### config.mk
export PLATFORM = sky130hd
export DESIGN_NAME = uart_autobaud_flat
export DESIGN_NICKNAME = d
export VERILOG_FILES = /design/src/rtl/uart_autobaud_if.sv /design/src/rtl/uart_autobaud.sv /design/src/flat_wrapper.sv
export SDC_FILE = /design/constraint.sdc
export NUM_CORES = 1
export LEC_CHECK = 0
export ABC_AREA = 1
export ABC_CLOCK_PERIOD_IN_PS = 3650
export CORE_ASPECT_RATIO = 1.1
export CORE_UTILIZATION = 55
export DETAILED_ROUTE_END_ITERATION = 10
export PLACE_DENSITY_LB_ADDON = 0.15
export SYNTH_ARGS = -nofsm -noshare
export SYNTH_HDL_FRONTEND = slang
export SYNTH_SLANG_ARGS = --single-unit
### constraint.sdc
create_clock -name clk -period 3.65 [get_ports clk]
set_clock_uncertainty 0.1 [all_clocks]
set_input_delay 0.73 -clock clk [delete_from_list [all_inputs] [get_ports clk]]
set_output_delay 0.73 -clock clk [all_outputs]
set_load 0.1 [all_outputs]
### src/rtl/uart_autobaud_if.sv
// uart_autobaud_if: serial line, receiver byte stream and status bundle for the autobaud controller
// Ports: rx_line (raw serial line), rx_data/rx_valid (receiver bytes), relock (restart request),
//        mode (baud code to receiver), locked (confirmed mode in use), fail (rejected attempt strobe)
interface uart_autobaud_if;
    logic       rx_line;
    logic [7:0] rx_data;
    logic       rx_valid;
    logic       relock;
    logic [3:0] mode;
    logic       locked;
    logic       fail;
    modport master (output rx_line, rx_data, rx_valid, relock, input mode, locked, fail);
    modport slave  (input rx_line, rx_data, rx_valid, relock, output mode, locked, fail);
endinterface

### src/rtl/uart_autobaud.sv
// uart_autobaud: measures a 0x55 sync start bit, selects the receiver baud mode and confirms it
// Ports: clk (rising edge), rst_n (async active-low reset), bus (uart_autobaud_if.slave)
module uart_autobaud #(
    parameter int CLK_FREQ = 50000000,
    parameter int IDLE_MIN = 20834
) (
    input logic            clk,
    input logic            rst_n,
    uart_autobaud_if.slave bus
);
    typedef enum logic [2:0] {IDLE_WAIT, ARM, MEASURE, CONFIRM, LOCKED} state_t;
    function automatic logic [31:0] bit_len(input int baud);
        return 32'((CLK_FREQ + baud / 2) / baud);
    endfunction
    localparam logic [31:0] LEN [4] = '{bit_len(4800), bit_len(9600), bit_len(115200), bit_len(256000)};
    localparam logic [31:0] W_MAX = 32'd20834;
    state_t      state_q, state_d;
    logic        sync_q, s_q, p_q;
    logic [31:0] c_q, c_d, w_q, w_d;
    logic [1:0]  f_q, f_d;
    logic [3:0]  mode_q, mode_d;
    logic        locked_q, locked_d, fail_q, fail_d;
    logic        fall, hit;
    logic [3:0]  code;
    logic [31:0] tmo;
    assign fall = !s_q && p_q;
    always_comb begin
        state_d = state_q;
        c_d     = c_q;
        w_d     = w_q;
        f_d     = f_q;
        mode_d  = mode_q;
        fail_d  = 1'b0;
        hit     = 1'b0;
        code    = mode_q;
        tmo     = '0;
        // windows are L +/- L/8 and disjoint, so at most one matches
        for (int i = 0; i < 4; i++) begin
            if (w_q >= LEN[i] - (LEN[i] >> 3) && w_q <= LEN[i] + (LEN[i] >> 3)) begin
                hit  = 1'b1;
                code = 4'(i);
            end
            if (mode_q == 4'(i))
                tmo = LEN[i] << 5;
        end
        case (state_q)
            IDLE_WAIT: begin
                c_d = s_q ? c_q + 32'd1 : '0;
                if (c_d == 32'(IDLE_MIN))
                    state_d = ARM;
            end
            ARM: begin
                if (fall) begin
                    w_d     = 32'd1;
                    state_d = MEASURE;
                end
            end
            MEASURE: begin
                if (!s_q) begin
                    w_d = w_q + 32'd1;
                    if (w_d == W_MAX) begin
                        fail_d  = 1'b1;
                        state_d = IDLE_WAIT;
                    end
                // s high here is always the rising edge: MEASURE is only entered on a low sample
                end else if (hit) begin
                    mode_d  = code;
                    c_d     = '0;
                    f_d     = '0;
                    state_d = CONFIRM;
                end else begin
                    fail_d  = 1'b1;
                    state_d = IDLE_WAIT;
                end
            end
            CONFIRM: begin
                c_d = c_q + 32'd1;
                if (bus.rx_valid && bus.rx_data == 8'h55)
                    state_d = LOCKED;
                else if ((bus.rx_valid && f_q == 2'd2) || c_d == tmo) begin
                    fail_d  = 1'b1;
                    state_d = IDLE_WAIT;
                end else if (bus.rx_valid)
                    f_d = f_q + 2'd1;
            end
            default: ;
        endcase
        if (bus.relock) begin
            state_d = IDLE_WAIT;
            fail_d  = 1'b0;
            mode_d  = mode_q;
        end
        if (bus.relock || (state_d == IDLE_WAIT && state_q != IDLE_WAIT)) begin
            c_d = '0;
            w_d = '0;
            f_d = '0;
        end
        locked_d = state_d == LOCKED;
    end
    always_ff @(posedge clk or negedge rst_n) begin
        if (!rst_n) begin
            sync_q   <= 1'b1;
            s_q      <= 1'b1;
            p_q      <= 1'b1;
            state_q  <= IDLE_WAIT;
            c_q      <= '0;
            w_q      <= '0;
            f_q      <= '0;
            mode_q   <= 4'd1;
            locked_q <= 1'b0;
            fail_q   <= 1'b0;
        end else begin
            sync_q   <= bus.rx_line;
            s_q      <= sync_q;
            p_q      <= s_q;
            state_q  <= state_d;
            c_q      <= c_d;
            w_q      <= w_d;
            f_q      <= f_d;
            mode_q   <= mode_d;
            locked_q <= locked_d;
            fail_q   <= fail_d;
        end
    end
    assign bus.mode   = mode_q;
    assign bus.locked = locked_q;
    assign bus.fail   = fail_q;
endmodule

### src/flat_wrapper.sv
// flat-port wrapper written by rule: the top's interface ports become plain ports
module uart_autobaud_flat 
#(
    parameter int CLK_FREQ = 50000000,
    parameter int IDLE_MIN = 20834
)
  (clk, rst_n, bus_rx_line, bus_rx_data, bus_rx_valid, bus_relock, bus_mode, bus_locked, bus_fail);
  uart_autobaud_if bus_i ();
  input logic clk;
  input logic rst_n;
  input wire logic [$bits(bus_i.rx_line)-1:0] bus_rx_line;
  input wire logic [$bits(bus_i.rx_data)-1:0] bus_rx_data;
  input wire logic [$bits(bus_i.rx_valid)-1:0] bus_rx_valid;
  input wire logic [$bits(bus_i.relock)-1:0] bus_relock;
  output wire logic [$bits(bus_i.mode)-1:0] bus_mode;
  output wire logic [$bits(bus_i.locked)-1:0] bus_locked;
  output wire logic [$bits(bus_i.fail)-1:0] bus_fail;
  assign bus_i.rx_line = bus_rx_line;
  assign bus_i.rx_data = bus_rx_data;
  assign bus_i.rx_valid = bus_rx_valid;
  assign bus_i.relock = bus_relock;
  assign bus_mode = bus_i.mode;
  assign bus_locked = bus_i.locked;
  assign bus_fail = bus_i.fail;
  uart_autobaud #(.CLK_FREQ(CLK_FREQ), .IDLE_MIN(IDLE_MIN)) u_core (.clk(clk), .rst_n(rst_n), .bus(bus_i));
endmodule
==> out/metrics.yaml, run 1 <==
status: "complete, no violations"
clk_path_buf_depth: 2
cts_buffers: 9
yosysWarnings: 0
yosysSeqAreaShare: 0.282
cts_tree: "built"
area_delta_synth_final_pct: 7.43
synth_top_area_frac: 0.266
ys_top_cells_by_count: "338 x nand2_1, 167 x nor2_1, 116 x inv_1"
rows: 42
async_flop_share: 1.00
cts_setup_buffers: 0
final_hold_viol_count: 0
grt_pass1_wl_um: 32500
grt_overflow: 0
synth_most_common_cell: "nand2_1"
tns_ns: 0
crit_chain: "ha_1 > nand3_1 > nor2_1 > nand3_1 > nand2_1 > nand2_1 > nor2_1 > nand2_1 > nor2_1 > nand2_1 > nor2_1 > nand3_1 > nand2_1 > nand2_1 > nand3_1 > nand2_1 > nand3_2 > buf_6 > nand4_1 > nand2_1"
via_per_inst: 5.65
routed_wl_um: 19800
drtAntennaViolNets: 0
crit_path_top_delay_cell: "dfrtp_1"
avgSynthCellArea_um2: 6.11
antenna_found_initial: 0
io_pins: 19
drc: 0
drt-initial-drc-count: 454
leakage_nw: 3.19
die_area_um2: 12800
syn_inst: 1108
first_global_vias: 6668
htreeDepth: 3
hold_class: "register to register"
synthesis.area_um2: 6770
place_hpwl_um: 14500
period_share: 0.897
start_kind: "register"
powerDensity_nw_per_um2: 260
fmax_ghz: 0.305
synth-seq-cells: 76
gp_congestion: 0.939
period_needed_ns: 3.27
grt_max_degree: 77
drv_slew: 0
finalWorstSetupSlack_ns: 0.377
pre_cts_slack_ns: 0.319
synth_edf_count: 0
grt_usage: 0.327
worst_slew_pin_slew_ns: 0.961
clock_latency_ns: 0.35
final_layout_size_suffix_gt1_frac: 0.0608
rsz0062_at_grt: "false"
cpMostUsedCell: "nand2_1"
yosysTopAreaCell: "dfrtp_1"
synth_area_leaders: "dfrtp_1 27%, nand2_1 19%, nor2_1 9.3%"
drv_cap: 0
max_slew_margin: 0.357
nets: 1124
cts_root_buf: "clkbuf_16"
dr.pass1.iters: 5
cp.arrival_ns: 3.46
synth-main-ff-cell: "dfrtp_1"
die_y_um: 118
cts.sinks: 76
wl_per_cell_um: 15.8
io_buffers: 16
end_kind: "register"
path_class: "register to register"
via_count: 7091
die_w_um: 108
core_area_um2: 12000
antennaDiodeCount: 0
crit_fanout: 64
slowest_delay_ns: 0.42
path_clk_slew_ns: 0.06
finalSetupViolations: 0
irDropWorstVdd_uv: 249
worstPathRequired_ns: 3.84
yosysUniqueCellTypes: 42
initial_core_util: 0.562
repair_timing:
action / CTS / global route
endpoints found under the setup margin: 0 / 32
resized for setup: 0 / 1
hold buffers: 0 / 0
critical path: cells and delay by family (launching register included):
family	cells	cell delay [ns]
AND/OR/NAND/NOR	18	2.05
adder cells (fa/ha/maj)	1	0.24
flip-flops	1	0.42
buffers and inverters	1	0.39
cell usage in the layout (no fill, tap or decap), types with 2 or more instances in the layout:
cell type        Yosys  routed
nand2_1            338     338
nor2_1             167     166
inv_1              116     115
nand3_1             84      84
nand4_1             76      76
dfrtp_1             72      72
o21ai_0             31      31
a21oi_1             31      31
nor3_1              21      21
xor2_1              20      20
o22ai_1             17      17
ha_1                14      14
clkdlybuf4s50_1      0      13
nor2_2              10      11
a22oi_1             11      11
buf_4                4      10
clkbuf_16            0       9
nand2_2              8       8
nor2_4               5       5
o21bai_1             4       4
dfstp_2              4       4
inv_2                2       3
xnor2_1              3       3
nand3b_1             3       3
nand3_2              3       3
inv_6                0       3
clkinv_1             2       2
o21ai_1              2       2
a31oi_1              2       2
o31ai_1              2       2
conb_1               1       2
buf_12               0       2
logic make-up after synthesis:
family	count (synthesis)	share of synthesized area
DFF	76	0.282
AOI/OAI and AO/OA	105	0.0899
and+or+nand+nor	719	0.465
other	1	0.000554
muxes	1	0.00166
buffers and inverters	169	0.105
xor gates and xnor gates	23	0.0298
adders and majority gates	14	0.0259
worst paths after layout:
kind	from	end	slack (ns)	cells after the start
min in group asynchronous	rst_n	u_core.c_q[11]$_DFFE_PN0P_	0.44	1
worst min register to register	u_core.sync_q$_DFF_PN1_	u_core.s_q$_DFF_PN1_	0.26	0
worst max-delay path	u_core.c_q[0]$_DFFE_PN0P_	u_core.c_q[0]$_DFFE_PN0P_	0.38	20
max in group asynchronous	rst_n	u_core.w_q[21]$_DFFE_PN0P_	2.39	1
worst min-delay path	u_core.sync_q$_DFF_PN1_	u_core.s_q$_DFF_PN1_	0.26	0
worst max register to register	u_core.c_q[0]$_DFFE_PN0P_	u_core.c_q[0]$_DFFE_PN0P_	0.38	20
registers in the layout, indices dropped and copies added (netlist names):
name / cells
u_core.p_q: 1
u_core.f_q: 2
u_core.sync_q: 1
u_core.bus.locked: 1
u_core.s_q: 1
u_core.w_q: 32
u_core.c_q: 32
u_core.bus.mode: 2
u_core.state_q: 3
u_core.bus.fail: 1
power breakdown:
| group | switching (mW) | total (mW) | internal (mW) |
|---|---|---|---|
| clock | 0.398 | 0.954 | 0.556 |
| sequential | 0.00210 | 0.848 | 0.846 |
| combinational | 0.0641 | 0.0848 | 0.0208 |
metrics by stage:
stage                     total power, mW  instance area (µm²)  hold WS (ns)  utilization  instances
after floorplan                     0.907                 6770         0.245            -       1109
after global placement              0.949                 6960         0.249        0.578       1240
after detailed placement            0.950                 6960         0.250        0.578       1240
after CTS                            1.91                 7270         0.258        0.604       1256
after global routing                 1.95                 7270         0.266        0.604       1256
final                                1.89                 7270         0.258        0.604       1256
routing by layer:
metal / up-vias / wire, µm / track usage
li1: 3588 / - / -
met1: 3235 / 8210 / 0.379
met2: 212 / 9890 / 0.577
met3: 56 / 881 / 0.0485
met4: 0 / 821 / 0.162
met5: - / 0 / 0
layout make-up:
type                       count  area [µm²]
tap                          154         193
clock inverter                 6        70.1
timing repair buffer          26         256
multi-input combinational    864        4150
clock buffer                  10         239
sequential                    76        1910
inverter                     120         450
fill                        1207        4760
Note: power is estimated with default switching activity, not from simulation.
==> run 2, diff against run 1 <==
--- a/config.mk
+++ b/config.mk
@@ -10,7 +10,7 @@
 export CORE_ASPECT_RATIO = 1.1
 export CORE_UTILIZATION = 55
 export DETAILED_ROUTE_END_ITERATION = 10
-export PLACE_DENSITY_LB_ADDON = 0.15
+export PLACE_DENSITY = 0.72
 export SYNTH_ARGS = -nofsm -noshare
 export SYNTH_HDL_FRONTEND = slang
 export SYNTH_SLANG_ARGS = --single-unit
==> out/metrics.yaml, run 2 (synthesized netlist as in run 1, its figures left out) <==
layout_commonest_cell: "nand2_1"
worstPathRequired_ns: 3.79
clk_path_buf_depth: 2
r2r_start: "u_core.c_q[13]$_DFFE_PN0P_"
rsz0062_at_grt: "false"
rows: 42
slowest_delay_ns: 0.45
critPathTopFamily: "simple AND/OR/NAND/NOR gates"
dr.pass1.iters: 6
leakage_nw: 3.19
instances_no_fill: 1259
worst-r2r-setup-slack_ns: 0.45
grt_overflow: 0
drc: 0
p_total_mw: 1.88
layout_common_cells: "338 x nand2_1, 166 x nor2_1, 115 x inv_1, 84 x nand3_1, 76 x nand4_1"
final_layout_size_suffix_gt1_frac: 0.0633
period_needed_ns: 3.20
drv_cap: 0
internal-power_mw: 1.41
drtAntennaViolNets: 0
drt-initial-drc-count: 456
wl_per_cell_um: 15.4
cts_setup_buffers: 0
cp-startpoint: "u_core.c_q[13]$_DFFE_PN0P_"
cts_root_buf: "clkbuf_16"
die_y_um: 118
gp_congestion: 1.00
nets: 1127
clock_latency_ns: 0.35
reg_top3: "u_core.c_q (32), u_core.w_q (32), u_core.state_q (3)"
crit_path_top_delay_cell: "dfrtp_1"
grt_max_degree: 77
final_hold_viol_count: 0
post-route-cell-area_um2: 7270
period_share: 0.876
dpl_cell_area_um2: 6970
grt_usage: 0.321
crit_fanout: 36
grt_pass1_wl_um: 32000
hold_class: "register to register"
place_hpwl_um: 14000
routed_wl_um: 19400
die_area_um2: 12800
switching_share: 0.252
fmax_ghz: 0.313
irDropWorstVdd_uv: 210
initial_core_util: 0.562
status: "complete, no violations"
cts_buffers: 9
first_global_vias: 6668
p_clk_frac: 0.505
cts.sinks: 76
path_class: "register to register"
hold_buffers: 0
antenna_found_initial: 0
finalSetupViolations: 0
io_pins: 19
power_frac_comb: 0.045
worst_slew_pin_slew_ns: 0.995
via_count: 7087
tns_ns: 0
hp-start: "u_core.sync_q$_DFF_PN1_"
antennaDiodeCount: 0
power_frac_seq: 0.451
htreeDepth: 3
io_buffers: 16
end_kind: "register"
via_per_inst: 5.63
p_sw_uw: 475
area_delta_synth_final_pct: 7.49
cpMostUsedCell: "nand2_1"
crit_chain: "nand2_1 > nor2_1 > nand2_1 > nor2_4 > nand2_1 > xnor2_1 > nor2_1 > nand2_1 > nor2_1 > nand3_2 > nand4_1 > nand3_1 > nand2_1 > nand3_2 > buf_4 > nand4_1 > nand2_1"
path_clk_slew_ns: 0.06
cts_resized: 0
path_buf_inv: 1
max_slew_margin: 0.337
core_area_um2: 12000
cp.arrival_ns: 3.34
start_kind: "register"
die_w_um: 108
drv_slew: 0
worst_hold_slack_ns: 0.261
cts_tree: "built"
powerDensity_nw_per_um2: 259
dp.cells: 1243
-- run 2: cell type report --
class,count,area (µm²)
timing repair buffer,29,263
sequential,76,1910
fill,1214,4760
clock inverter,7,81.3
inverter,120,450
clock buffer,9,225
multi-input combinational,864,4150
tap,154,193
-- run 2: worst paths after layout --
path,end,cells after the start
max in group asynchronous,u_core.w_q[11]$_DFFE_PN0P_,1
worst max-delay path,u_core.c_q[26]$_DFFE_PN0P_,17
worst min-delay path,u_core.s_q$_DFF_PN1_,0
min in group asynchronous,u_core.c_q[13]$_DFFE_PN0P_,1
worst max register to register,u_core.c_q[26]$_DFFE_PN0P_,17
worst min register to register,u_core.s_q$_DFF_PN1_,0
-- run 2: stage by stage --
stage,util,setup slack [ns]
floorplan,-,0.713
global placement,0.579,0.533
detailed placement,0.579,0.539
CTS,0.604,0.517
global route,0.604,0.155
finish,0.604,0.453
-- run 2: worst register-to-register path, stage by stage, from the launching register on --
cell and delay [ns]:
dfrtp_1 0.45, nand2_1 0.11, nor2_1 0.25, nand2_1 0.16, nor2_4 0.20, nand2_1 0.10
xnor2_1 0.18, nor2_1 0.27, nand2_1 0.08, nor2_1 0.20, nand3_2 0.16, nand4_1 0.12
nand3_1 0.07, nand2_1 0.10, nand3_2 0.10, buf_4 0.26, nand4_1 0.12, nand2_1 0.06
-- run 2: metal layers --
layer  track usage  wire, µm  vias up
li1              -         -     3585
met2         0.548      9390      234
met5             0         0        -
met4         0.190      1000        0
met1         0.378      8080     3187
met3        0.0441       957       81
-- run 2: power by group through the flow --
stage	Clock, mW	Combinational [mW]	Sequential [mW]
2_1_floorplan	0	0.0426	0.865
3_3_place_gp	0	0.0850	0.865
3_5_place_dp	0	0.0853	0.865
4_1_cts	0.961	0.0853	0.849
5_1_grt	0.993	0.0934	0.849
6_report	0.950	0.0842	0.849
==> run 3, diff against run 2 <==
--- a/config.mk
+++ b/config.mk
@@ -8,6 +8,7 @@
 export ABC_AREA = 1
 export ABC_CLOCK_PERIOD_IN_PS = 3650
 export CORE_ASPECT_RATIO = 1.1
+export CORE_MARGIN = 8
 export CORE_UTILIZATION = 55
 export DETAILED_ROUTE_END_ITERATION = 10
 export PLACE_DENSITY = 0.72
==> out/metrics.yaml, run 3 (synthesized netlist as in run 1, its figures left out) <==
powerDensity_nw_per_um2: 261
critPathTopFamily: "simple AND/OR/NAND/NOR gates"
io_buffers: 16
layout_commonest_cell: "nand2_1"
die_w_um: 122
start_kind: "register"
cts_root_buf: "clkbuf_16"
path_class: "register to register"
fmax_ghz: 0.310
hold_class: "register to register"
rows: 42
first_global_vias: 6782
met3_usage: 0.0420
core_area_um2: 12000
cts_resized: 0
worstPathRequired_ns: 3.84
period_needed_ns: 3.23
routed_wl_um: 20100
crit_chain: "ha_1 > nand3_1 > nor2_1 > nand3_1 > nand2_1 > nand2_1 > nor2_1 > nand2_1 > nor2_1 > nand2_1 > nor2_1 > nand3_1 > nand2_1 > nand2_1 > nand3_1 > nand2_1 > nand3_2 > buf_4 > nand4_1 > nand2_1"
antennaDiodeCount: 0
drv_cap: 0
leakage_nw: 3.18
dr.pass1.iters: 5
drc: 0
antenna_found_initial: 0
irDropWorstVdd_uv: 249
cts.sinks: 76
end_kind: "register"
drt-initial-drc-count: 518
layout_common_cells: "338 x nand2_1, 166 x nor2_1, 115 x inv_1, 84 x nand3_1, 76 x nand4_1"
grt_usage: 0.256
die_area_um2: 16100
final_layout_size_suffix_gt1_frac: 0.0617
cp.arrival_ns: 3.42
drtAntennaViolNets: 0
slowest_delay_ns: 0.43
area_delta_synth_final_pct: 7.30
status: "complete, no violations"
nets: 1125
via_per_inst: 5.75
hold_buffers: 0
busiest_layer: "met2"
max_slew_margin: 0.333
use_met1: 0.292
wl_per_cell_um: 16.0
via_count: 7225
place_hpwl_um: 14500
grt_overflow: 0
worst_slew_pin_slew_ns: 1.00
initial_core_util: 0.562
htreeDepth: 3
clock_latency_ns: 0.35
io_pins: 19
period_share: 0.884
drv_slew: 0
clk_path_buf_depth: 2
fin_util: 0.603
path_buf_inv: 1
grt_pass1_wl_um: 33400
final_hold_viol_count: 0
crit_path_top_delay_cell: "dfrtp_1"
gp_congestion: 0.927
path_clk_slew_ns: 0.07
tns_ns: 0
cts_tree: "built"
crit_fanout: 32
cts_setup_buffers: 0
reg_top3: "u_core.c_q (32), u_core.w_q (32), u_core.state_q (3)"
grt_use_met2: 0.438
worst_hold_slack_ns: 0.270
cts_buffers: 9
grt_max_degree: 77
die_y_um: 132
rsz0062_at_grt: "false"
finalSetupViolations: 0
cpMostUsedCell: "nand2_1"
[run 3: cell types whose count changed in the layout (fill, tap and decap cells not counted), sizes merged]
cell / change
inv: -1
clkbuf: +1
buf: -2
[run 3: final timing paths]
kind | cells after the start | startpoint | endpoint | slack, ns
max | 20 | u_core.c_q[0]$_DFFE_PN0P_ | u_core.c_q[27]$_DFFE_PN0P_ | 0.42
min | 0 | u_core.sync_q$_DFF_PN1_ | u_core.s_q$_DFF_PN1_ | 0.27
max reg2reg | 20 | u_core.c_q[0]$_DFFE_PN0P_ | u_core.c_q[27]$_DFFE_PN0P_ | 0.42
min reg2reg | 0 | u_core.sync_q$_DFF_PN1_ | u_core.s_q$_DFF_PN1_ | 0.27
max in group asynchronous | 1 | rst_n | u_core.c_q[24]$_DFFE_PN0P_ | 2.36
min in group asynchronous | 1 | rst_n | u_core.w_q[3]$_DFFE_PN0P_ | 0.41
[run 3: report_power, final]
part / internal, mW / switching [mW]
sequential: 0.846 / 0.00230
clock: 0.555 / 0.406
combinational: 0.0209 / 0.0638
[run 3: metrics by stage]
step | area, µm² | power [mW] | setup WS [ns] | instances
3_5_place_dp | 6950 | 0.950 | 0.502 | 1241
4_1_cts | 7260 | 1.90 | 0.479 | 1257
6_report | 7260 | 1.89 | 0.423 | 1257
3_3_place_gp | 6950 | 0.949 | 0.539 | 1241
2_1_floorplan | 6770 | 0.907 | 0.713 | 1109
5_1_grt | 7260 | 1.95 | 0.157 | 1257
[run 3: final cells by class]
cell class	instances	area [µm²]
clock inverters	6	70.1
inverters	120	450
multi-input cells	864	4150
repair buffers	27	248
flip-flops and latches	76	1910
fillers	1196	4770
clock buffers	10	239
well taps	154	193
[run 3: per-layer routing]
metal | wire [µm] | share of wire
met3 | 1110 | 0.055
met2 | 10100 | 0.50
met5 | 0 | 0
met1 | 7900 | 0.39
met4 | 960 | 0.048
